**src/rtl/gpio_in_debounce.sv**
```systemverilog
// rtl/gpio_in_debounce.sv - debounces a vector of asynchronous switch inputs
// Synchronizes sw_raw, requires SETTLE_CYCLES of no change before accepting it.
module gpio_in_debounce #(
  parameter int WIDTH         = 32,
  parameter int SETTLE_CYCLES = 50000
) (
  input  logic             clk,
  input  logic             rst_n,
  input  logic [WIDTH-1:0] sw_raw,
  input  logic [WIDTH-1:0] edge_clr,
  output logic [WIDTH-1:0] sw_stable,
  output logic             changed,
  output logic [WIDTH-1:0] rise_flags,
  output logic             settling
);

  typedef enum logic {
    STABLE = 1'b0,
    SETTLE = 1'b1
  } state_t;

  localparam logic [19:0] CNT_LAST = 20'(SETTLE_CYCLES - 1);

  state_t           state;
  state_t           state_d;
  logic [WIDTH-1:0] sync1;
  logic [WIDTH-1:0] sync2;
  logic [WIDTH-1:0] cand;
  logic [WIDTH-1:0] cand_d;
  logic [19:0]      cnt;
  logic [19:0]      cnt_d;
  logic             commit;
  logic [WIDTH-1:0] stable_d;
  logic [WIDTH-1:0] rise_set;

  always_ff @(posedge clk or negedge rst_n) begin
    if (!rst_n) begin
      sync1 <= '0;
      sync2 <= '0;
    end else begin
      sync1 <= sw_raw;
      sync2 <= sync1;
    end
  end

  always_ff @(posedge clk or negedge rst_n) begin
    if (!rst_n) begin
      state <= STABLE;
      cand  <= '0;
      cnt   <= '0;
    end else begin
      state <= state_d;
      cand  <= cand_d;
      cnt   <= cnt_d;
    end
  end

  // Any change of sync2 during SETTLE restarts the full window; cnt saturates at CNT_LAST.
  always_comb begin
    state_d = state;
    cand_d  = cand;
    cnt_d   = cnt;
    commit  = 1'b0;
    case (state)
      STABLE: begin
        cnt_d = '0;
        if (sync2 != sw_stable) begin
          cand_d  = sync2;
          state_d = SETTLE;
        end
      end
      SETTLE: begin
        if (sync2 != cand) begin
          cand_d = sync2;
          cnt_d  = '0;
        end else if (cnt == CNT_LAST) begin
          commit  = 1'b1;
          cnt_d   = '0;
          state_d = STABLE;
        end else begin
          cnt_d = cnt + 20'd1;
        end
      end
      default: begin
        state_d = STABLE;
        cnt_d   = '0;
      end
    endcase
  end

  assign stable_d = commit ? cand : sw_stable;
  assign rise_set = stable_d & ~sw_stable;

  // Set has priority over edge_clr so a rise coinciding with a clear is never lost.
  always_ff @(posedge clk or negedge rst_n) begin
    if (!rst_n) begin
      sw_stable  <= '0;
      changed    <= 1'b0;
      rise_flags <= '0;
      settling   <= 1'b0;
    end else begin
      sw_stable  <= stable_d;
      changed    <= commit && (cand != sw_stable);
      rise_flags <= (rise_flags & ~edge_clr) | rise_set;
      settling   <= (state_d == SETTLE);
    end
  end

endmodule

```
**config.mk**
```make
export PLATFORM = sky130hd
export DESIGN_NAME = gpio_in_debounce
export DESIGN_NICKNAME = d
export VERILOG_FILES = /design/src/rtl/gpio_in_debounce.sv
export SDC_FILE = /design/constraint.sdc
export NUM_CORES = 1
export LEC_CHECK = 0
export ABC_AREA = 1
export BUFFER_PORTS_ARGS = -buffer_cell sky130_fd_sc_hd__clkbuf_2
export CAP_MARGIN = 5
export CORE_MARGIN = 2
export CORE_UTILIZATION = 45
export CTS_BUF_LIST = sky130_fd_sc_hd__clkbuf_8
export DETAILED_ROUTE_END_ITERATION = 10
export GPL_ROUTABILITY_DRIVEN = 0
export GPL_TIMING_DRIVEN = 1
export PLACE_DENSITY = 0.66
export SYNTH_ARGS = -nofsm -noshare
export SYNTH_HDL_FRONTEND = slang
export SYNTH_SLANG_ARGS = --single-unit
```
**constraint.sdc**
```tcl
create_clock -name clk -period 3 [get_ports clk]
set_input_delay 0.6 -clock clk [delete_from_list [all_inputs] [get_ports clk]]
set_output_delay 0.6 -clock clk [all_outputs]
set_load 0.05 [all_outputs]
```
## After elaboration in Yosys (flattened, before gate mapping)

Cells that the tools add are included.

| storage, ports and cells | value |
|---|---|
| register bits after elaboration | 182 |
| input bits | 66 |
| word-level logic and storage cells | 37 |

| cells by class | value |
|---|---|
| $add $sub $neg | 1 |
| equality and inequality tests | 6 |
| muxes and demuxes | 14 |
| bitwise operators | 6 |
| reduce and logical (&&, ||, !) cells | 2 |

Operator list:

| kind | number |
|---|---|
| $mux 32 | 3 |
| $ne 32x32->1 | 3 |
| $and 32x32->32 | 2 |
| $not 32->32 | 2 |
| $pmux 32 s2 | 1 |
| $mux 20 | 2 |
| $pmux 20 s2 | 1 |
| $or 32x32->32 | 1 |
| $add 20x1->20 const B | 1 |
| $eq 20x16->1 const B | 1 |
| $mux 1 | 6 |
| $ne 2x1->1 const B | 1 |
| $ne 2x2->1 const B | 1 |
| $pmux 1 s2 | 1 |
| $reduce_and 2->1 | 1 |
| $logic_and 1x1->1 | 1 |
| $not 1->1 | 1 |

## Logic depth before layout (Yosys ltp)

Gate-level depths: netlist of the first run.

| depth | value |
|---|---|
| depth in word-level cells | 7 |
| mapped depth | 13 |
| gate-level depth less buffers | 12 |

## Least setup slack after synthesis of the first run

No wires, ideal clock.

| timing path | value |
|---|---|
| path kind | reg2reg |
| start point | register sw_stable[9] |
| end point | register cand[10] |
| setup time | 0.066 ns |
| arrival time | 1.761 ns |
| slack | 1.173 ns |
| cell stages (with the launch flop) | 9 |
| path buffers | 1 |
| clock period less this slack | 1.827 ns |
| cells stage by stage | dfrtp_1 > inv_1 > or2_2 > nand3_1 > nor3_1 > nand3_1 > clkbuf_1 > nand3_1 > nand2_1 |

| on the way | value |
|---|---|
| longest elaborated chain between the ends | 3 |

Ends and longest elaborated chain:

| what | RTL line | text |
|---|---|---|
| from (decl) | 11 | `output logic [WIDTH-1:0] sw_stable,` |
| from (signal assigned) | 102 | `sw_stable <= stable_d;` |
| $ne 32x32->1 | 67 | `if (sync2 != sw_stable) begin` |
| $ne 2x2->1 (no line) | - |  |
| $reduce_and 2->1 (no line) | - |  |
| to (signal assigned) | 53 | `cand <= cand_d;` |
| to (decl) | 28 | `logic [WIDTH-1:0] cand;` |

Every way passes these cells.
A chain may end at the register's enable or synchronous reset.

## Worst setup path after layout of the first run

| timing path | value |
|---|---|
| start point | register sync2[21] |
| end point | register cnt[6] |

| on the way | value |
|---|---|
| longest elaborated chain between the ends | 3 |

Ends and longest elaborated chain:

| what | RTL line | text |
|---|---|---|
| from (decl) | 27 | `logic [WIDTH-1:0] sync2;` |
| from (signal assigned) | 42 | `sync2 <= sync1;` |
| $ne 32x32->1 | 73 | `if (sync2 != cand) begin` |
| $mux 20 | 73 |  |
| $pmux 20 s2 | 64 | `case (state)` |
| net cnt_d[6] | 31 | `logic [19:0] cnt_d;` |
| to (signal assigned) | 54 | `cnt <= cnt_d;` |
| to (decl) | 30 | `logic [19:0] cnt;` |

The timed path passes the listed nets, and every way through them passes these cells.

==> results.md, run 1 <==
- Status: completed
- Largest family of logic cells by synthesized area: simple AND/OR/NAND/NOR gates
- Syn_nets: 1,030
- Clock root cell: clkbuf_8
- Met2 Wirelength: 8.82 mm
- Initial antenna violation count: 0
- Post-CTS sizing: 0
- Worst-path fanout max: 52
- Max-slew violation count: 0
- Pwr Total: 4.30 mW
- Final instance count without filler cells: between 1,000 and 1,500
- Largest net degree at the start of global routing: 96
- Worst Path Required: 3.38 ns
- Row count: 48
- Clk_skew: 0.0158 ns
- GRT Overall Usage: 20.8%
- Top Layer Used: met4
- Compound-cell area share of the yosys netlist: 3.09%
- Wire length of the first global-routing pass: just under 30 mm
- Seq cells post-synth: 182
- Vias per cell: approximately 4.8
- Simple-Gate Fraction of Synth Area: 28.8%
- I/O Pins: 132
- Post-synthesis mux area share: 0%
- Max transition margin: between 40% and 50%
- Max Fclk: 404 MHz
- EDFF count, synth: 0
- Htree depth: 4
- Routed WL: approximately 19 mm
- HP Class: in -> async
- Layout cells sized above 1: 17.4%
- Vias: roughly 6,400
- Met1 wire length: 8.48 mm
- Synth unique cells: 25
- Inst Count DP: roughly 1,300
- Clock Path Buffers: 2
- RSZ-0062 raised after global routing: no
- WL/cell: about 14 µm
- Num CTS Buffers: 17
- Vias in the first global route: 5,847
- Die Ht: 138 µm
- TNS Setup: 0 ns
- Fillers: 1,670
- CP Capture Type: flip-flop
- Xor/xnor cell area share of the yosys netlist: under 10%
- Worst skew pair latency: 0.48 ns
- Synth-to-Final Area Change: 15.5%
- # setup viols final: 0
- ANT cells: 0
- 1st-iter DRT viols: 450
- CTS tree: yes
- Antenna-violating nets left: 0
- Die X: 138 µm
- Core outline area: 0.0174 mm²
- Final net count: 1,164
- Tcrit/Tclk final: a little over 80%
- Clock edge transition at the registers on the reported setup and hold paths: about 0.09 ns
- DIE AREA: 0.0190 mm²
- Starting Density: between 40% and 50%
- Ys Warns: 0
- CP startpoint kind: flip-flop
- Register area share after synthesis: 56.6%
- Mapped Area: 0.00805 mm²
- Ys async rst share: 100%
- Crit path kind: reg -> reg
- Metal3 WL: between 1 and 1.5 mm
- Max IR drop VDD: 0.266 mV
- Postcts setup bufs: 0
- Max capacitance violation total: 0
- Input/output buffers: 131
- Final number of hold-violating endpoints: 0
- Main synth FF type: dfrtp_1
- Post-DP HPWL: 13.0 mm
- # DRC: 0
- Arr. time, crit path: roughly 2.9 ns
- Worst Tran Pin Value: 0.783 ns
- Min Tclk post-route: about 2.5 ns
- Drt first pass iters: 5
- Total grt overflow: 0
- Adder-Cell Fraction of Synth Area: less than 1%
- Avg Inst Size Synth: 8.36 µm²
- Power Density: 463 mW/mm²
- Synth Instances: between 900 and 1,000
- P_leak: slightly below 5 nW
- Clock Sinks: 182
- Hold_buf cts: 0
==> registers in the layout, summed over array words and instances, names as in the netlist <==
signal / count
rise_flags: 32
changed: 1
cand: 32
settling: 1
sync2: 32
cnt: 20
sync1: 32
sw_stable: 32
==> worst paths after layout <==
| kind | startpoint | end | slack, ns | cells after the start |
|---|---|---|---|---|
| max reg2reg | sync2[21] | cnt[6] | 0.52 | 11 |
| min in group clk | sw_raw[22] | sync1[22] | 0.22 | 1 |
| min reg2reg | sync1[7] | sync2[7] | 0.35 | 0 |
| min | rst_n | cnt[9] | 0.03 | 1 |
| max | sync2[21] | cnt[6] | 0.52 | 11 |
| max in group asynchronous | rst_n | rise_flags[17] | 2.12 | 2 |
==> cell usage in the layout (no fill, tap or decap), drive strengths merged <==
| cell | netlist | final |
|---|---|---|
| clkinv | 0 | 6 |
| nand3 | 100 | 100 |
| nand4 | 16 | 16 |
| nor4 | 1 | 1 |
| nor3b | 5 | 5 |
| clkinvlp | 0 | 4 |
| nor3 | 16 | 16 |
| buf | 21 | 10 |
| ha | 1 | 1 |
| xnor2 | 27 | 27 |
| dfrtp | 182 | 182 |
| xor2 | 9 | 9 |
| or2 | 10 | 10 |
| inv | 124 | 129 |
| o21ai | 39 | 39 |
| a21oi | 9 | 9 |
| nor2 | 79 | 79 |
| a31o | 1 | 1 |
| nand2 | 319 | 319 |
| clkbuf | 4 | 147 |
==> power breakdown <==
part           total, mW  leakage, nW  internal, mW  switching [mW]
clock               1.47        0.171         0.574           0.895
combinational      0.250         2.35         0.102           0.148
sequential          2.58         2.32          2.52          0.0639
total               4.30         4.83          3.19            1.11
==> critical path: stages (launching register included) <==
cell	delay, ns
dfrtp_1	0.42
inv_1	0.07
nand2_1	0.12
nand2_1	0.08
nor2_1	0.08
nand2_1	0.06
nor2_1	0.12
nand3_1	0.18
nor2_4	0.13
buf_4	0.53
nand2_2	0.35
nor3_1	0.24
==> cell families (layout without fill, tap and decap cells) <==
family	Yosys count	in the layout
compound gates	49	49
xor+xnor	36	36
fa+ha+maj	1	1
buf+inv	149	296
flops	182	182
simple gates	546	546
==> routing by layer <==
metal | vias to the layer above | track usage [%]
met5 | - | 0
li1 | 3263 | -
met3 | 20 | 5.22
met2 | 193 | 32.6
met4 | 0 | 6.46
met1 | 2934 | 28.6
==> per-stage QoR <==
stage,utilization [%],worst slack [ns],hold slack [ns],instance area (µm²)
floorplan,-,1.17,0.304,8050
global placement,51.4,0.544,0.332,8950
detailed placement,51.4,0.534,0.335,8950
CTS,53.3,0.517,0.0113,9290
global route,53.3,0.243,0.0245,9290
finish,53.3,0.525,0.0307,9290
==> Yosys cell counts (9+ instances only) <==
| cell type | n | share of area [%] |
|---|---|---|
| a21oi_1 | 9 | 0.56 |
| buf_2 | 15 | 0.93 |
| dfrtp_1 | 182 | 57 |
| inv_1 | 117 | 5.5 |
| nand2_1 | 316 | 15 |
| nand3_1 | 100 | 6.2 |
| nand4_1 | 16 | 1.2 |
| nor2_1 | 78 | 3.6 |
| nor3_1 | 15 | 0.93 |
| o21ai_0 | 21 | 1.3 |
| o21ai_1 | 18 | 1.1 |
| or2_2 | 9 | 0.70 |
| xnor2_1 | 27 | 2.9 |
| xor2_1 | 9 | 0.98 |
==> layout make-up <==
type	instances	area [µm²]	share of cell area (%)
Clock buffer	17	234	2.52
Tap cell	225	282	3.03
Clock inverter	15	109	1.17
Inverter	124	465	5.01
Sequential cell	182	4550	49.0
Multi-Input combinational cell	632	2890	31.1
Timing Repair Buffer	140	754	8.12
Power figures use the tool's default switching activity.
==> run 2: changes to the inputs <==
--- a/config.mk
+++ b/config.mk
@@ -14,7 +14,7 @@
 export DETAILED_ROUTE_END_ITERATION = 10
 export GPL_ROUTABILITY_DRIVEN = 0
 export GPL_TIMING_DRIVEN = 1
-export PLACE_DENSITY = 0.66
+export PLACE_DENSITY = 0.69
 export SYNTH_ARGS = -nofsm -noshare
 export SYNTH_HDL_FRONTEND = slang
 export SYNTH_SLANG_ARGS = --single-unit
==> constraint.sdc (replaced) <==
create_clock -name clk -period 2.1 [get_ports clk]
set_input_delay 0.42 -clock clk [delete_from_list [all_inputs] [get_ports clk]]
set_output_delay 0.42 -clock clk [all_outputs]
set_load 0.05 [all_outputs]
==> run 2 against run 1 <==
Clock power increased by 52%; critical endpoint is now sw_stable[17]; sequential share of layout area down 1.6 points; maximum frequency grew 29%; die area unchanged; setup slack got worse by 0.34 ns.
==> results.md, run 2 (synthesis results as in run 1) <==
- Hold depth: 1
- Clock Sinks: 182
- # setup viols final: 0
- Vias per cell: 4.85
- RR Startpoint: cand[7]
- Most frequent cells in the layout: nand2_1 (316), dfrtp_1 (182), clkbuf_2 (130)
- Hold Startpoint: sw_raw[23]
- Clk_skew: 0.0170 ns
- Final net count: 1,191
- Min Tclk post-route: 1.92 ns
- Max capacitance violation total: 0
- Post-Place Cell Area: roughly 0.0092 mm²
- Worst-path fanout max: 28
- WL/cell: 14.3 µm
- Num CTS Buffers: 17
- Crit-path max cell delay: roughly 0.38 ns
- CP Capture Type: flip-flop
- CP startpoint kind: flip-flop
- Post-DP HPWL: between 10 and 15 mm
- Vias: around 6,600
- Starting Density: 46.2%
- HP Class: in -> reg
- Routed WL: 19.5 mm
- Row count: 48
- Worst skew pair latency: approximately 0.47 ns
- Total grt overflow: 0
- GR peak layer: met2
- R2r setup slk: 0.18 ns
- Largest net degree at the start of global routing: 56
- GRT Overall Usage: 21.8%
- Antenna-violating nets left: 0
- TNS Setup: 0 ns
- Input/output buffers: about 130
- Hold EP: sync1[23]
- Max Fclk: 522 MHz
- Crit path top cell by count: nand2_1
- Arr. time, crit path: 2.26 ns
- Max-slew violation count: 0
- Clock root cell: clkbuf_8
- Tcrit/Tclk final: approximately nine tenths
- Critical path's slowest cell: dfrtp_1
- Die X: between 100 and 150 µm
- Met3 Use GR: roughly 5.4%
- Worst reg2reg endpoint: sw_stable[17]
- Cells on worst reg2reg path: 12
- Worst Path Required: 2.45 ns
- Clock Path Buffers: 2
- Power Density: between 600 and 700 mW/mm²
- Final number of hold-violating endpoints: 0
- CTS tree: yes
- Drt first pass iters: 5
- DIE AREA: about 0.019 mm²
- Worst Tran Pin Value: 0.546 ns
- Synth-to-Final Area Change: 19.3%
- # DRC: 0
- Most common cell after layout, fill and taps aside: nand2_1
- Max IR drop VDD: about 0.46 mV
- RSZ-0062 raised after global routing: no
- Htree depth: 4
- Clock edge transition at the registers on the reported setup and hold paths: about 0.1 ns
- Status: completed
- ANT cells: 0
- Core outline area: approximately 0.017 mm²
- Crit path kind: reg -> reg
- Critical path, cell by cell: inv_1 > nand2_1 > nand2_1 > nor2_1 > nand2_1 > nor2_1 > nand3_2 > nor2_4 > nand2_2 > buf_12 > nand2_1 > nand2_1
- Cell area after layout: around 0.0096 mm²
- Met2 Use GR: 35.2%
- Die Ht: roughly 140 µm
- Max transition margin: 63.6%
- Layout cells sized above 1: between 15 and 20%
- 1st-iter DRT viols: 484
- Initial antenna violation count: 0
- P_leak: 5.00 nW
- I/O Pins: 132
- Vias in the first global route: between 6,000 and 7,000
- Wire length of the first global-routing pass: ~32 mm
- Met1 Use GR: just under 30%
[run 2: worst max-delay path by stage]
stage | cells past startpoint | start | slack (ns) | endpoint
finish | 12 | cand[7] | 0.18 | sw_stable[17]
global route | 11 | cand[21] | 0.02 | rise_flags[16]
CTS | 6 | cnt[0] | 0.02 | cnt[5]
detailed placement | 6 | cnt[0] | 0.04 | cnt[5]
global placement | 6 | cnt[0] | 0.08 | cnt[6]
floorplan | 8 | sw_stable[9] | 0.27 | cand[10]
[run 2: worst max-delay path, delay by kind of cell (launching register included)]
kind / cells / cell delay, ns
flip-flops: 1 / 0.38
buffers and inverters: 2 / 0.28
AND/OR/NAND/NOR: 10 / 1.12
[run 2: area by class of cell]
type	instances	area (µm²)
fill	1635	7820
timing repair buffer	167	1020
tap	225	282
clock buffer	17	234
sequential	182	4550
inverter	124	465
multi-input combinational	632	2910
clock inverter	15	131
[run 2: repair_timing]
item,CTS,global route
setup endpoints to repair,0,75
hold buffers,1,0
endpoints found under the hold margin,48,0
gates resized for setup,0,3
setup buffers,0,4
[run 2: where the power goes]
part	switching [mW]	internal [mW]	leakage, nW	total, mW
Clock	1.30	0.941	0.179	2.24
Sequential	0.0893	3.59	2.32	3.68
Combinational	0.223	0.160	2.51	0.383
Total	1.61	4.70	5.00	6.31
[run 2: per-stage QoR]
step	worst slack, ns	hold slack [ns]	power (mW)	utilization [%]	cells
final	0.184	0.0476	6.31	55.1	1362
after global routing	0.0198	0.0115	6.57	55.1	1362
after CTS	0.0158	0.0209	6.37	54.8	1358
after detailed placement	0.0357	0.335	4.14	52.6	1325
after global placement	0.0830	0.333	4.13	52.6	1325
after floorplan	0.273	0.124	3.91	-	963
[run 2: per-layer routing]
layer  share of wire [%]  vias up
met2                  46      176
li1                    -     3314
met3                 6.2       33
met1                  45     3089
met4                 2.2        0
met5                   0        -
==> run 3: changes to the inputs <==
--- a/config.mk
+++ b/config.mk
@@ -5,7 +5,6 @@
 export SDC_FILE = /design/constraint.sdc
 export NUM_CORES = 1
 export LEC_CHECK = 0
-export ABC_AREA = 1
 export BUFFER_PORTS_ARGS = -buffer_cell sky130_fd_sc_hd__clkbuf_2
 export CAP_MARGIN = 5
 export CORE_MARGIN = 2
==> run 3 against run 2 <==
The run now ends with setup timing left; setup slack worse by 0.38 ns; design area up 2.0%; synthesized area down 9.3%; final cell count down 24%; non-clock buffer count up 52; sequential share of layout area down 0.67 points; critical path depth down 3; critical endpoint is now sw_stable[25]; largest power group unchanged; clock power up 10%; global-route usage up 0.76 points; via count down 20%.
==> results.md, run 3 <==
- Synth-to-Final Area Change: 34.2%
- Critical path, cell by cell: xor2_2 > nor4_2 > buf_4 > nand2_4 > nor4_4 > buf_4 > nand2b_4 > buf_12 > mux2_1
- Worst skew pair latency: 0.48 ns
- Hold depth: 1
- Row count: 46
- Worst Tran Pin Value: 0.648 ns
- Initial antenna violation count: 0
- Vias in the first global route: 5,578
- Register area share after synthesis: between 60% and 70%
- Total grt overflow: 0
- Antenna-violating nets left: 0
- Vias per cell: 5.09
- Post-DP HPWL: 13.9 mm
- Core outline area: 0.0159 mm²
- Die Ht: 131 µm
- Hold WS: 0.0451 ns
- P_leak: 4.71 nW
- Crit-path max cell delay: 0.42 ns
- CTS tree: yes
- # setup viols final: 107
- Pwr Total: 6.58 mW
- Post-synthesis mux area share: ~9.9%
- Critical path's slowest cell: dfrtp_1
- HP Class: in -> reg
- Hold EP: sync1[22]
- WL/cell: 18.3 µm
- Synth unique cells: 29
- Crit path max-delay family: simple AND/OR/NAND/NOR gates
- Inst Count DP: 992
- Dominant cells by area after synthesis: dfrtp_1 (62%), xor2_1 (8.0%), mux2_2 (6.9%)
- CP Capture Type: flip-flop
- Wire length of the first global-routing pass: around 30 mm
- Crit path top cell by count: buf_4
- Clock Sinks: 182
- Failing checks: setup timing
- Max-slew violation count: 0
- Layout cells sized above 1: 45.4%
- Final net count: slightly below 900
- Main synth FF type: dfrtp_1
- Avg Inst Size Synth: 12.6 µm²
- Worst-path fanout max: 15
- Post-Route Utilization: 61.6%
- Max Fclk: between 400 and 500 MHz
- Largest family of logic cells by synthesized area: multiplexers
- Count leader, synth: dfrtp_1
- Htree depth: 4
- Crit path kind: reg -> reg
- Syn_nets: between 600 and 700
- Clock Path Buffers: 2
- Num CTS Buffers: 17
- # DRC: 0
- Ys async rst share: 100%
- Cells on worst reg2reg path: 9
- Largest net degree at the start of global routing: 62
- Status: complete, but fails checks
- Synth cell count leaders: dfrtp_1 (182), xor2_1 (67), inv_1 (59), mux2_2 (45), o22ai_1 (42)
- Vias: 5,277
- R2r setup slk: -0.20 ns
- Top-area cell type share of the netlist area: 62.4%
- ANT cells: 0
- Worst Path Required: 2.46 ns
- Synth Instances: between 500 and 600
- CP Buf/Inv Count: 3
- Worst reg2reg endpoint: sw_stable[25]
- EDFF count, synth: 0
- Clk_skew: 0.0151 ns
- Mapped Area: roughly 0.0073 mm²
- Routed WL: about 19 mm
- Most common cell after layout, fill and taps aside: dfrtp_1
- Final number of hold-violating endpoints: 0
- 1st-iter DRT viols: between 300 and 400
- Clock edge transition at the registers on the reported setup and hold paths: 0.10 ns
- Tcrit/Tclk final: 109%
- Max capacitance violation total: 0
- Max IR drop VDD: 0.461 mV
- Drt first pass iters: 4
- Arr. time, crit path: 2.66 ns
- Leading area contributor after synthesis: dfrtp_1
- GRT Overall Usage: a little under a quarter
- DIE AREA: 0.0172 mm²
- Max transition margin: a little under three fifths
- I/O Pins: 132
- RR Startpoint: sync2[3]
- Compound-cell area share of the yosys netlist: 4.37%
- Min Tclk post-route: 2.30 ns
- CP startpoint kind: flip-flop
- Input/output buffers: 131
- Final instance count without filler cells: around 1,000
- Starting Density: 45.9%
- Hold Startpoint: sw_raw[22]
- RSZ-0062 raised after global routing: yes
- Clock root cell: clkbuf_8
- Simple-Gate Fraction of Synth Area: about a tenth
- Die X: 131 µm
- Seq cells post-synth: ~180
- Adder-Cell Fraction of Synth Area: 0.171%
- Xor/xnor cell area share of the yosys netlist: 9.72%
- Ys Warns: 0
- Power Density: 672 mW/mm²
- Setup ws final: -0.198 ns
- Most frequent cells in the layout: dfrtp_1 (161), clkbuf_2 (130), buf_4 (70)
==> run 3: final cells by class <==
cell class                 count  area, µm²
sequential                   182       4580
tap                          216        270
clock buffer                  17        234
fill                        1255       6090
timing repair buffer         219       1520
inverter                      59        221
multi-input combinational    329       2790
clock inverter                15        181
==> run 3: metrics by stage <==
| stage | TNS [ns] | setup WS, ns | cell area, µm² |
|---|---|---|---|
| finish | -13.50 | -0.198 | 9790 |
| global route | -22.59 | -0.267 | 9790 |
| CTS | -12.24 | -0.197 | 9390 |
| detailed placement | -32.27 | -0.376 | 8850 |
| global placement | -29.52 | -0.337 | 8850 |
| floorplan | 0 | 0.00102 | 7340 |
==> run 3: how the worst max path moves through the flow <==
stage          cells past startpoint  slack, ns          from             to
6_report                           9      -0.20      sync2[3]  sw_stable[25]
2_1_floorplan                      7      0.001  sw_stable[3]       cand[22]
4_1_cts                            8      -0.20     sync2[17]  sw_stable[30]
5_1_grt                            9      -0.27      sync2[3]  sw_stable[18]
3_3_place_gp                       7      -0.34     sync2[27]       cand[12]
3_5_place_dp                       7      -0.38     sync2[27]       cand[15]
==> run 3: layer usage <==
metal  up-vias  part of all wire, %  GRT usage [%]
met5         -                    0              0
met3        36                  5.0           5.52
li1       2433                    -              -
met1      2663                   43           29.4
met4         0                  2.6           8.88
met2       145                   50           36.6
==> run 3: kinds of logic after synthesis <==
| logic type | after synthesis |
|---|---|
| compound gates | 49 |
| xor+xnor | 81 |
| fa+ha+maj | 1 |
| buf+inv | 70 |
| flops | 182 |
| mux | 64 |
| simple gates | 134 |
==> run 3: repair_timing <==
action,4_1_cts,5_1_grt
endpoints found under the hold margin,54,2
cloned,1,4
hold buffers,1,2
setup endpoints to repair,116,117
resized for setup,12,56
pin swaps,4,8
buffers inserted,3,2
==> run 3: power by group <==
part | switching (mW) | internal (mW)
registers | 0.0723 | 3.60
clock network | 1.36 | 1.11
logic | 0.241 | 0.202
